[src/rtl/serial_add_seq_pkg.sv]
// Shared definitions for the bit-serial adder/subtractor: FSM encoding,
// default operand width and the bit-counter width calculation.
package serial_add_seq_pkg;

  // Operation phases: wait for a request, shift bits through the cell,
  // present the result for one cycle.
  typedef enum logic [1:0] {
    ST_IDLE = 2'd0,
    ST_RUN  = 2'd1,
    ST_DONE = 2'd2
  } state_t;

  localparam int DEFAULT_WIDTH = 8;

  // Bits needed to count 0..w-1, never fewer than one.
  function automatic int cnt_width(input int w);
    int bits;
    bits = $clog2(w);
    if (bits < 1) begin
      bits = 1;
    end else begin
      bits = bits;
    end
    return bits;
  endfunction

endpackage

[src/rtl/serial_add_seq_fulladder.sv]
// Single-bit full-adder cell; the only arithmetic element of the serial
// adder, reused for every bit position.
module Fulladder (
  input  logic a,
  input  logic b,
  input  logic ci,
  output logic s,
  output logic co
);

  logic p_s;

  assign p_s = a ^ b;
  assign s   = p_s ^ ci;
  assign co  = (a & b) | (ci & p_s);

endmodule

[src/rtl/serial_add_seq.sv]
// Bit-serial WIDTH-bit adder/subtractor. Operands are shifted LSB first
// through one full-adder cell, one bit per clock; the assembled result,
// carry out and signed overflow are published together when the last bit
// has been processed, so Sum never shows a partial value.
module serial_add_seq
  import serial_add_seq_pkg::*;
#(
  parameter int WIDTH = DEFAULT_WIDTH
) (
  input  logic             CLK,
  input  logic             RST,
  input  logic             Start,
  input  logic             Sub,
  input  logic [WIDTH-1:0] A,
  input  logic [WIDTH-1:0] B,
  input  logic             Cin,
  output logic             Busy,
  output logic             Done,
  output logic [WIDTH-1:0] Sum,
  output logic             Cout,
  output logic             Ovf
);

  localparam int            CW   = cnt_width(WIDTH);
  localparam logic [CW-1:0] LAST = CW'(WIDTH - 1);
  localparam logic [CW-1:0] ONE  = CW'(1);

  state_t           state_r;
  logic [CW-1:0]    cnt_r;
  logic [WIDTH-1:0] a_sh_r;
  logic [WIDTH-1:0] b_sh_r;
  logic [WIDTH-1:0] part_r;
  logic             sub_r;
  logic             carry_r;

  logic             fa_a_s;
  logic             fa_b_s;
  logic             fa_sum_s;
  logic             fa_co_s;
  logic [WIDTH-1:0] part_next_s;
  logic             last_s;

  // Present the current operand bits to the cell (B inverted when
  // subtracting) and form the partial result with the new bit at the MSB.
  always_comb begin
    fa_a_s      = a_sh_r[0];
    fa_b_s      = b_sh_r[0] ^ sub_r;
    part_next_s = WIDTH'({fa_sum_s, part_r} >> 1'b1);
    last_s      = (cnt_r == LAST);
  end

  Fulladder u_fa (
    .a  (fa_a_s),
    .b  (fa_b_s),
    .ci (carry_r),
    .s  (fa_sum_s),
    .co (fa_co_s)
  );

  // Control FSM plus datapath registers; every output is registered here.
  always_ff @(posedge CLK) begin
    if (RST) begin
      state_r <= ST_IDLE;
      cnt_r   <= '0;
      a_sh_r  <= '0;
      b_sh_r  <= '0;
      part_r  <= '0;
      sub_r   <= 1'b0;
      carry_r <= 1'b0;
      Busy    <= 1'b0;
      Done    <= 1'b0;
      Sum     <= '0;
      Cout    <= 1'b0;
      Ovf     <= 1'b0;
    end else begin
      case (state_r)
        ST_IDLE: begin
          Done <= 1'b0;
          if (Start) begin
            a_sh_r  <= A;
            b_sh_r  <= B;
            part_r  <= '0;
            cnt_r   <= '0;
            sub_r   <= Sub;
            // Subtraction is A + ~B + 1, so the +1 rides in on the carry.
            carry_r <= Sub ? 1'b1 : Cin;
            Busy    <= 1'b1;
            state_r <= ST_RUN;
          end else begin
            Busy    <= 1'b0;
            state_r <= ST_IDLE;
          end
        end
        ST_RUN: begin
          a_sh_r  <= a_sh_r >> 1'b1;
          b_sh_r  <= b_sh_r >> 1'b1;
          part_r  <= part_next_s;
          carry_r <= fa_co_s;
          cnt_r   <= cnt_r + ONE;
          if (last_s) begin
            // carry_r is the carry into the MSB on this final bit.
            Sum     <= part_next_s;
            Cout    <= fa_co_s;
            Ovf     <= carry_r ^ fa_co_s;
            Busy    <= 1'b0;
            Done    <= 1'b1;
            state_r <= ST_DONE;
          end else begin
            Busy    <= 1'b1;
            Done    <= 1'b0;
            state_r <= ST_RUN;
          end
        end
        ST_DONE: begin
          Busy    <= 1'b0;
          Done    <= 1'b0;
          state_r <= ST_IDLE;
        end
        default: begin
          Busy    <= 1'b0;
          Done    <= 1'b0;
          state_r <= ST_IDLE;
        end
      endcase
    end
  end

endmodule

[config.mk]
export PLATFORM = sky130hd
export DESIGN_NAME = serial_add_seq
export DESIGN_NICKNAME = d
export VERILOG_FILES = /design/src/rtl/serial_add_seq_pkg.sv /design/src/rtl/serial_add_seq_fulladder.sv /design/src/rtl/serial_add_seq.sv
export SDC_FILE = /design/constraint.sdc
export NUM_CORES = 1
export LEC_CHECK = 0
export ABC_AREA = 0
export CAP_MARGIN = 20
export CORE_ASPECT_RATIO = 0.75
export CORE_MARGIN = 5
export CORE_UTILIZATION = 45
export CTS_CLUSTER_DIAMETER = 120
export DETAILED_ROUTE_END_ITERATION = 8
export PLACE_DENSITY = 0.84
export SLEW_MARGIN = 25
export SYNTH_ARGS = -nofsm -noshare
export SYNTH_HDL_FRONTEND = slang
export SYNTH_SLANG_ARGS = --single-unit
[constraint.sdc]
create_clock -name CLK -period 1.2 [get_ports CLK]
set_input_delay 0.12 -clock CLK [delete_from_list [all_inputs] [get_ports CLK]]
set_output_delay 0.12 -clock CLK [all_outputs]
set_load 0.1 [all_outputs]
==> Implementation_results.wiki, run 1 <==
{| class="wikitable"
! Metric !! Value
|-
| Violations in the final reports || negative setup slack
|-
| Pleak || 1.08 nW
|-
| Max Fclk || roughly 730 MHz
|-
| Pwr/cell area || 1140 nW/um^2
|-
| Worst slack after detailed placement || -289 ps
|-
| Diodes inserted || 0
|-
| Peak supply drop || around 700 uV
|-
| Hold Fails Final Rpt || 0
|-
| Starting utilization of the core area || 45.9%
|-
| TritonCTS clock tree || done
|-
| Slew Viols, Final || 0
|-
| Library cell contributing the largest single delay on the critical path || fa_2
|-
| Fraction of layout cells with a size suffix above 1 || approximately two fifths
|-
| Worst path arrival time || ~1500 ps
|-
| Headroom to the max-slew limit || 79.0%
|-
| Outcome || complete, but fails checks
|-
| Filler cells || 247
|-
| Startpoint type of the worst setup path || register
|-
| Critical path type || register to register
|-
| Seq cells post-synth || 41
|-
| CP Capture Type || register
|-
| Count of endpoints failing setup in the final report || 20
|-
| Mean routed wirelength per cell || 14.9 um
|-
| Commonest cells after routing, fill and taps aside || dfxtp_1 (33), nor2_1 (29), nand2_1 (22), clkdlybuf4s50_1 (19), buf_12 (15)
|-
| Total Power Consumption || 3.00 mW
|-
| Detailed Route WL || roughly 4200 um
|-
| Top cells by area, synth || dfxtp_1 (50%), nor2_1 (7.0%), nand2_1 (6.8%), a21oi_1 (6.6%), a211oi_1 (6.3%)
|-
| Final standard cell area without fillers || 2640 sq um
|-
| Number of search-and-repair iterations in the first detailed-routing pass || 4
|-
| Vias in the first global route || 1489
|-
| Via count || 1471
|-
| Cell Count, Final, Fillers Out || 285
|-
| Total core area || 3610 sq um
|-
| Average cell area after synthesis || 8.96 sq um
|-
| Hold bufs inserted after CTS || 0
|-
| Clk_lat worst skew || 290 ps
|-
| Share of the synthesized area in the top cell type || 49.5%
|-
| Yosys synthesis warning count || 0
|-
| Worst-case clock skew || around 4.4 ps
|-
| Vias per std cell || slightly above 5
|-
| Leading cell type in the layout, fill and taps excluded || dfxtp_1
|-
| Slowest Stage Delay on Critical Path || 560 ps
|-
| Required arrival time at the worst endpoint || 1370 ps
|-
| Proportion of synthesized chip area in sequential cells || between 40% and 50%
|-
| Fin worst setup slack || -161 ps
|-
| Std-Cell Rows || 19
|-
| Number of clock buffers inserted by TritonCTS || 5
|-
| Category of cells accounting for the largest share of critical-path delay || adder cells
|-
| Die Height || 62.6 um
|-
| First-pass GRT wire length || 7080 um
|-
| Tmin final || about 1400 ps
|-
| Gr usage total || 17.8%
|-
| Cell area reported after detailed placement || 2280 sq um
|-
| Iter 0 DRT Violations || 132
|-
| Number of placed instances with taps included || 272
|-
| Maximum Capacitance Violations || 0
|-
| Final estimated routing congestion in global placement || 0.741
|-
| Cells along the critical path || xnor2_2 > fa_2 > a2bb2oi_2 > nor2_1
|-
| Die Footprint || 5010 sq um
|-
| Count of H-tree levels built during CTS || 2
|-
| Die Span X || 80.1 um
|-
| Flop-to-flop setup slack || -160 ps
|-
| Input/output buffers || 32
|-
| Initial antenna violation count || 0
|-
| Area leader, netlist || dfxtp_1
|-
| Cells after Synth || 185
|-
| Min Hold Slack || between 300 and 400 ps
|-
| Post-Syn Area || 1660 sq um
|-
| Register clock-pin slew on the reported worst setup and hold paths || roughly 80 ps
|-
| Part of the cycle the worst path needs || 113%
|-
| Core occupancy in the finished layout || 73.0%
|-
| Slew at the pin closest to its max-slew limit || 314 ps
|-
| Num Clock Sinks || 41
|-
| Post-detailed-route DRC marker count || 0
|-
| Layout area overhead || 59.1%
|-
| Syn_nets || 209
|-
| Hold WC Path Type || primary input to register
|-
| Combined buffer and inverter count along the critical path || 0
|-
| Sum of negative setup slack || -1630 ps
|-
| Final HPWL from detailed placement || between 2000 and 3000 um
|-
| Pin count of the biggest net entering global routing || 18
|-
| Worst Path Max Fanout || 2
|-
| Routed Antenna Nets || 0
|-
| Distinct cell type count after synthesis || 29
|-
| Number of placed I/O pins || 33
|-
| RSZ-0062 raised after global routing || yes
|-
| Remaining global-route overflow || 0
|-
| Root Buffer || clkbuf_8
|-
| Layout Nets || 256
|-
| CTS max path bufs || 2
|}
==> power breakdown <==
part	leakage [nW]	internal (mW)	switching (mW)	total, mW
Sequential	0.339	1.42	0.0507	1.47
Combinational	0.685	0.253	0.222	0.476
Clock	0.0566	0.594	0.461	1.06
==> area by class of cell <==
cell class / count / area, sq um / share of cell area, %
well taps: 52 / 65.1 / 2.47
multi-input cells: 130 / 947 / 35.9
clock buffers: 8 / 111 / 4.22
repair buffers: 51 / 669 / 25.4
flip-flops and latches: 41 / 833 / 31.6
inverters: 3 / 11.3 / 0.427
==> worst reg2reg max path: cells and delay by family (launching register included) <==
family	cells	cell delay, ps
AOI/OAI and AO/OA	1	150
xor gates and xnor gates	1	140
adders and majority gates	1	560
DFF	1	340
and+or+nand+nor	1	60
==> synth_stat cells, drive strengths merged <==
library cell	count
a211oi	15
nand2	30
o21ba	1
clkbuf	4
mux2i	3
mux2	1
nor2	31
a21oi	22
a2bb2oi	1
fa	1
dfxtp	41
inv	3
xnor2	2
a221oi	1
a22oi	10
nand3b	1
o21ai	1
and3b	1
ha	2
nand2b	1
or2	1
nor3b	1
o32ai	1
buf	8
o21bai	1
and2b	1
==> kinds of logic (layout without fill, tap and decap cells) <==
kind of cell / Yosys count / count (layout) / synth area share [%]
AO/OA/AOI/OAI: 53 / 53 / 21.9
XOR/XNOR: 2 / 2 / 1.06
adder cells (fa/ha/maj): 3 / 3 / 2.72
buffers and inverters: 15 / 62 / 5.74
flip-flops: 41 / 41 / 49.5
multiplexers: 4 / 4 / 2.49
AND/OR/NAND/NOR: 67 / 68 / 16.6
==> routing by layer <==
metal / vias to the layer above / global-route usage [%] / share of wire (%)
met5: - / 0 / 0
met1: 687 / 24.7 / 47
met2: 44 / 26.8 / 47
met4: 0 / 6.33 / 0.56
li1: 734 / - / -
met3: 6 / 4.03 / 4.9
==> timing repair <==
action | CTS | global route
gates cloned | 3 | 0
buffers inserted | 2 | 1
pin swaps | 10 | 5
endpoints found under the setup margin | 25 | 33
resized for setup | 33 | 15
==> final timing paths <==
| check | endpoint | startpoint | cells after the start |
|---|---|---|---|
| setup / recovery | part_r[7]$_SDFFE_PP0P_ | b_sh_r[0]$_SDFFE_PP0P_ | 4 |
| hold / removal | state_r[0]$_SDFF_PP0_ | Start | 3 |
| setup reg to reg | part_r[7]$_SDFFE_PP0P_ | b_sh_r[0]$_SDFFE_PP0P_ | 4 |
| hold reg to reg | Sum[1]$_SDFFE_PP0P_ | part_r[2]$_SDFFE_PP0P_ | 2 |
==> flip-flops by register name, summed over array words and instances (netlist names) <==
name     flops
Cout         1
Done         1
Ovf          1
Sum          8
a_sh_r       8
b_sh_r       8
carry_r      1
cnt_r        3
part_r       7
state_r      2
sub_r        1
No activity file was read; power rests on OpenSTA's default activity.
==> run 2: changes to the inputs <==
Settings changed: SETUP_SLACK_MARGIN set to 0.4.
==> Implementation_results.wiki, run 2 (synthesized netlist as in run 1, its figures left out) <==
{| class="wikitable"
! Metric !! Value
|-
| R2R depth || 4 (unchanged)
|-
| Count of endpoints failing setup in the final report || 39 (was 20)
|-
| Commonest cells after routing, fill and taps aside || nor2_1 (29), dfxtp_1 (24), nand2_1 (23), buf_4 (21), buf_12 (20) (was dfxtp_1 (33), nor2_1 (29), nand2_1 (22), clkdlybuf4s50_1 (19), buf_12 (15))
|-
| Maximum Capacitance Violations || 0 (unchanged)
|-
| Number of search-and-repair iterations in the first detailed-routing pass || 4 (unchanged)
|-
| CTS max path bufs || 2 (unchanged)
|-
| Count of H-tree levels built during CTS || 2 (unchanged)
|-
| Layout area overhead || 94.0% (was 59.1%)
|-
| Combined buffer and inverter count along the critical path || 0 (unchanged)
|-
| Core occupancy in the finished layout || 89.0% (was 73.0%)
|-
| Violations in the final reports || negative setup slack (unchanged)
|-
| Clk_lat worst skew || 320 ps (was 290 ps)
|-
| Die Footprint || 5010 sq um (unchanged)
|-
| Peak supply drop || 1050 uV (was 683 uV)
|-
| Vias in the first global route || 1652 (was 1489)
|-
| Worst flop-to-flop path startpoint || sub_r$_SDFFE_PP0P_ (was b_sh_r[0]$_SDFFE_PP0P_)
|-
| TritonCTS clock tree || done (unchanged)
|-
| Layout Nets || 285 (was 256)
|-
| Number of stages on the worst setup path || 4 (unchanged)
|-
| Fraction of layout cells with a size suffix above 1 || 59.5% (was 38.2%)
|-
| Input/output buffers || 32 (unchanged)
|-
| Slowest Stage Delay on Critical Path || 430 ps (was 560 ps)
|-
| Pwr/cell area || 1060 nW/um^2 (was 1140 nW/um^2)
|-
| Tmin final || 1460 ps (was 1360 ps)
|-
| Filler cells || 151 (was 247)
|-
| Critical path type || register to register (unchanged)
|-
| Worst-case clock skew || 14.4 ps (was 4.40 ps)
|-
| Max Fclk || 684 MHz (was 735 MHz)
|-
| Flop-to-flop setup slack || -260 ps (was -160 ps)
|-
| Worst slack after detailed placement || -231 ps (was -289 ps)
|-
| CP Capture Type || register (unchanged)
|-
| Std-Cell Rows || 19 (unchanged)
|-
| Headroom to the max-slew limit || 81.1% (was 79.0%)
|-
| Slew at the pin closest to its max-slew limit || 282 ps (was 314 ps)
|-
| Sum of negative setup slack || -5350 ps (was -1630 ps)
|-
| Pleak || 1.30 nW (was 1.08 nW)
|-
| Cell area reported after detailed placement || 2360 sq um (was 2280 sq um)
|-
| Gr usage total || 22.6% (was 17.8%)
|-
| Number of placed I/O pins || 33 (unchanged)
|-
| Final standard cell area without fillers || 3220 sq um (was 2640 sq um)
|-
| Starting utilization of the core area || 45.9% (unchanged)
|-
| Final HPWL from detailed placement || 2730 um (was 2530 um)
|-
| Part of the cycle the worst path needs || 122% (was 113%)
|-
| Post-detailed-route DRC marker count || 0 (unchanged)
|-
| Hold Fails Final Rpt || 0 (unchanged)
|-
| Startpoint of the lowest-slack hold path || B[3] (was Start)
|-
| Capturing point of the worst reg2reg path || carry_r$_SDFFE_PP0P_ (was part_r[7]$_SDFFE_PP0P_)
|-
| Num Clock Sinks || 41 (unchanged)
|-
| Terminating pin of the worst hold path || b_sh_r[3]$_SDFFE_PP0P_ (was state_r[0]$_SDFF_PP0_)
|-
| Worst path arrival time || 1680 ps (was 1540 ps)
|-
| Cells along the critical path || xnor2_2 > fa_2 > mux2_4 > o32ai_4 (was xnor2_2 > fa_2 > a2bb2oi_2 > nor2_1)
|-
| Iter 0 DRT Violations || 240 (was 132)
|-
| Detailed Route WL || 7710 um (was 4250 um)
|-
| Mean routed wirelength per cell || 24.5 um (was 14.9 um)
|-
| Total Power Consumption || 3.42 mW (was 3.00 mW)
|-
| RSZ-0062 raised after global routing || yes (unchanged)
|-
| Routed Antenna Nets || 0 (unchanged)
|-
| Register clock-pin slew on the reported worst setup and hold paths || 90 ps (was 80 ps)
|-
| Worst hold path cell count || 3 (unchanged)
|-
| Die Height || 62.6 um (unchanged)
|-
| Startpoint type of the worst setup path || register (unchanged)
|-
| Number of clock buffers inserted by TritonCTS || 5 (unchanged)
|-
| Leading cell type in the layout, fill and taps excluded || nor2_1 (was dfxtp_1)
|-
| Initial antenna violation count || 0 (unchanged)
|-
| Library cell contributing the largest single delay on the critical path || fa_2 (unchanged)
|-
| Required arrival time at the worst endpoint || 1420 ps (was 1370 ps)
|-
| Remaining global-route overflow || 0 (unchanged)
|-
| Hold WC Path Type || primary input to register (unchanged)
|-
| Total core area || 3610 sq um (unchanged)
|-
| Category of cells accounting for the largest share of critical-path delay || adder cells (unchanged)
|-
| Die Span X || 80.1 um (unchanged)
|-
| Outcome || complete, but fails checks (unchanged)
|-
| Root Buffer || clkbuf_8 (unchanged)
|-
| Vias per std cell || 6.05 (was 5.16)
|-
| Diodes inserted || 0 (unchanged)
|-
| Pin count of the biggest net entering global routing || 16 (was 18)
|-
| Final estimated routing congestion in global placement || 0.809 (was 0.741)
|-
| Fin worst setup slack || -261 ps (was -161 ps)
|-
| Largest registers ranked by flip-flop count || Sum x8, a_sh_r x8, b_sh_r x8 (unchanged)
|-
| Via count || 1901 (was 1471)
|-
| First-pass GRT wire length || 8380 um (was 7080 um)
|-
| Slew Viols, Final || 0 (unchanged)
|-
| Worst Path Max Fanout || 3 (was 2)
|}
## run 2: cell types whose count changed in the layout (fill, tap and decap cells not counted), sizes merged
cell      before  now
bufbuf         1    0
clkinvlp       0    1
clkbuf         9    8
and2b          2    3
buf           29   58
## run 2: report_power, final
part	switching (mW)	leakage (nW)	internal, mW	total (mW)
Combinational	0.387	0.900	0.407	0.794
Sequential	0.0687	0.344	1.42	1.49
Clock	0.542	0.0556	0.593	1.13
## run 2: layout make-up
cell class,instances,area (sq um),share of cell area [%]
Tap cell,52,65.1,2.02
Timing Repair Buffer,79,1030,31.9
Clock buffer,7,108,3.34
Sequential cell,41,847,26.3
Multi-Input combinational cell,131,1150,35.8
Clock inverter,1,7.51,0.233
Inverter,3,11.3,0.350
## run 2: metal layers
| layer | wire [um] | vias to the layer above | GRT usage (%) |
|---|---|---|---|
| met5 | 0 | - | 0 |
| met2 | 3640 | 140 | 35.6 |
| met3 | 660 | 53 | 7.93 |
| li1 | - | 792 | - |
| met4 | 595 | 0 | 12.2 |
| met1 | 2810 | 916 | 26.5 |
## run 2: worst min-delay path, cell delays in order
cell and delay [ps]:
clkdlybuf4s50_1 400, nand2_1 70, a211oi_2 50
## run 2: how the worst max path moves through the flow
stage	startpoint	to	slack, ps
6_report	sub_r$_SDFFE_PP0P_	carry_r$_SDFFE_PP0P_	-260
5_1_grt	state_r[1]$_SDFF_PP0_	a_sh_r[4]$_SDFFE_PP0P_	-320
4_1_cts	b_sh_r[0]$_SDFFE_PP0P_	part_r[7]$_SDFFE_PP0P_	-160
3_5_place_dp	Start	b_sh_r[7]$_SDFFE_PP0P_	-230
3_3_place_gp	Start	sub_r$_SDFFE_PP0P_	-190
2_1_floorplan	state_r[0]$_SDFF_PP0_	b_sh_r[4]$_SDFFE_PP0P_	-130
## run 2: repair_timing
| item | in CTS | in global routing |
|---|---|---|
| setup buffers | 16 | 7 |
| gates resized for setup | 50 | 58 |
| setup endpoints to repair | 53 | 53 |
| cloned | 5 | 1 |
| pin swaps | 27 | 21 |
| hold buffers | 0 | 0 |
## run 2: through the flow
stage	cells	hold slack (ps)
2_1_floorplan	185	263
3_3_place_gp	277	447
3_5_place_dp	277	450
4_1_cts	306	354
5_1_grt	314	377
6_report	314	373
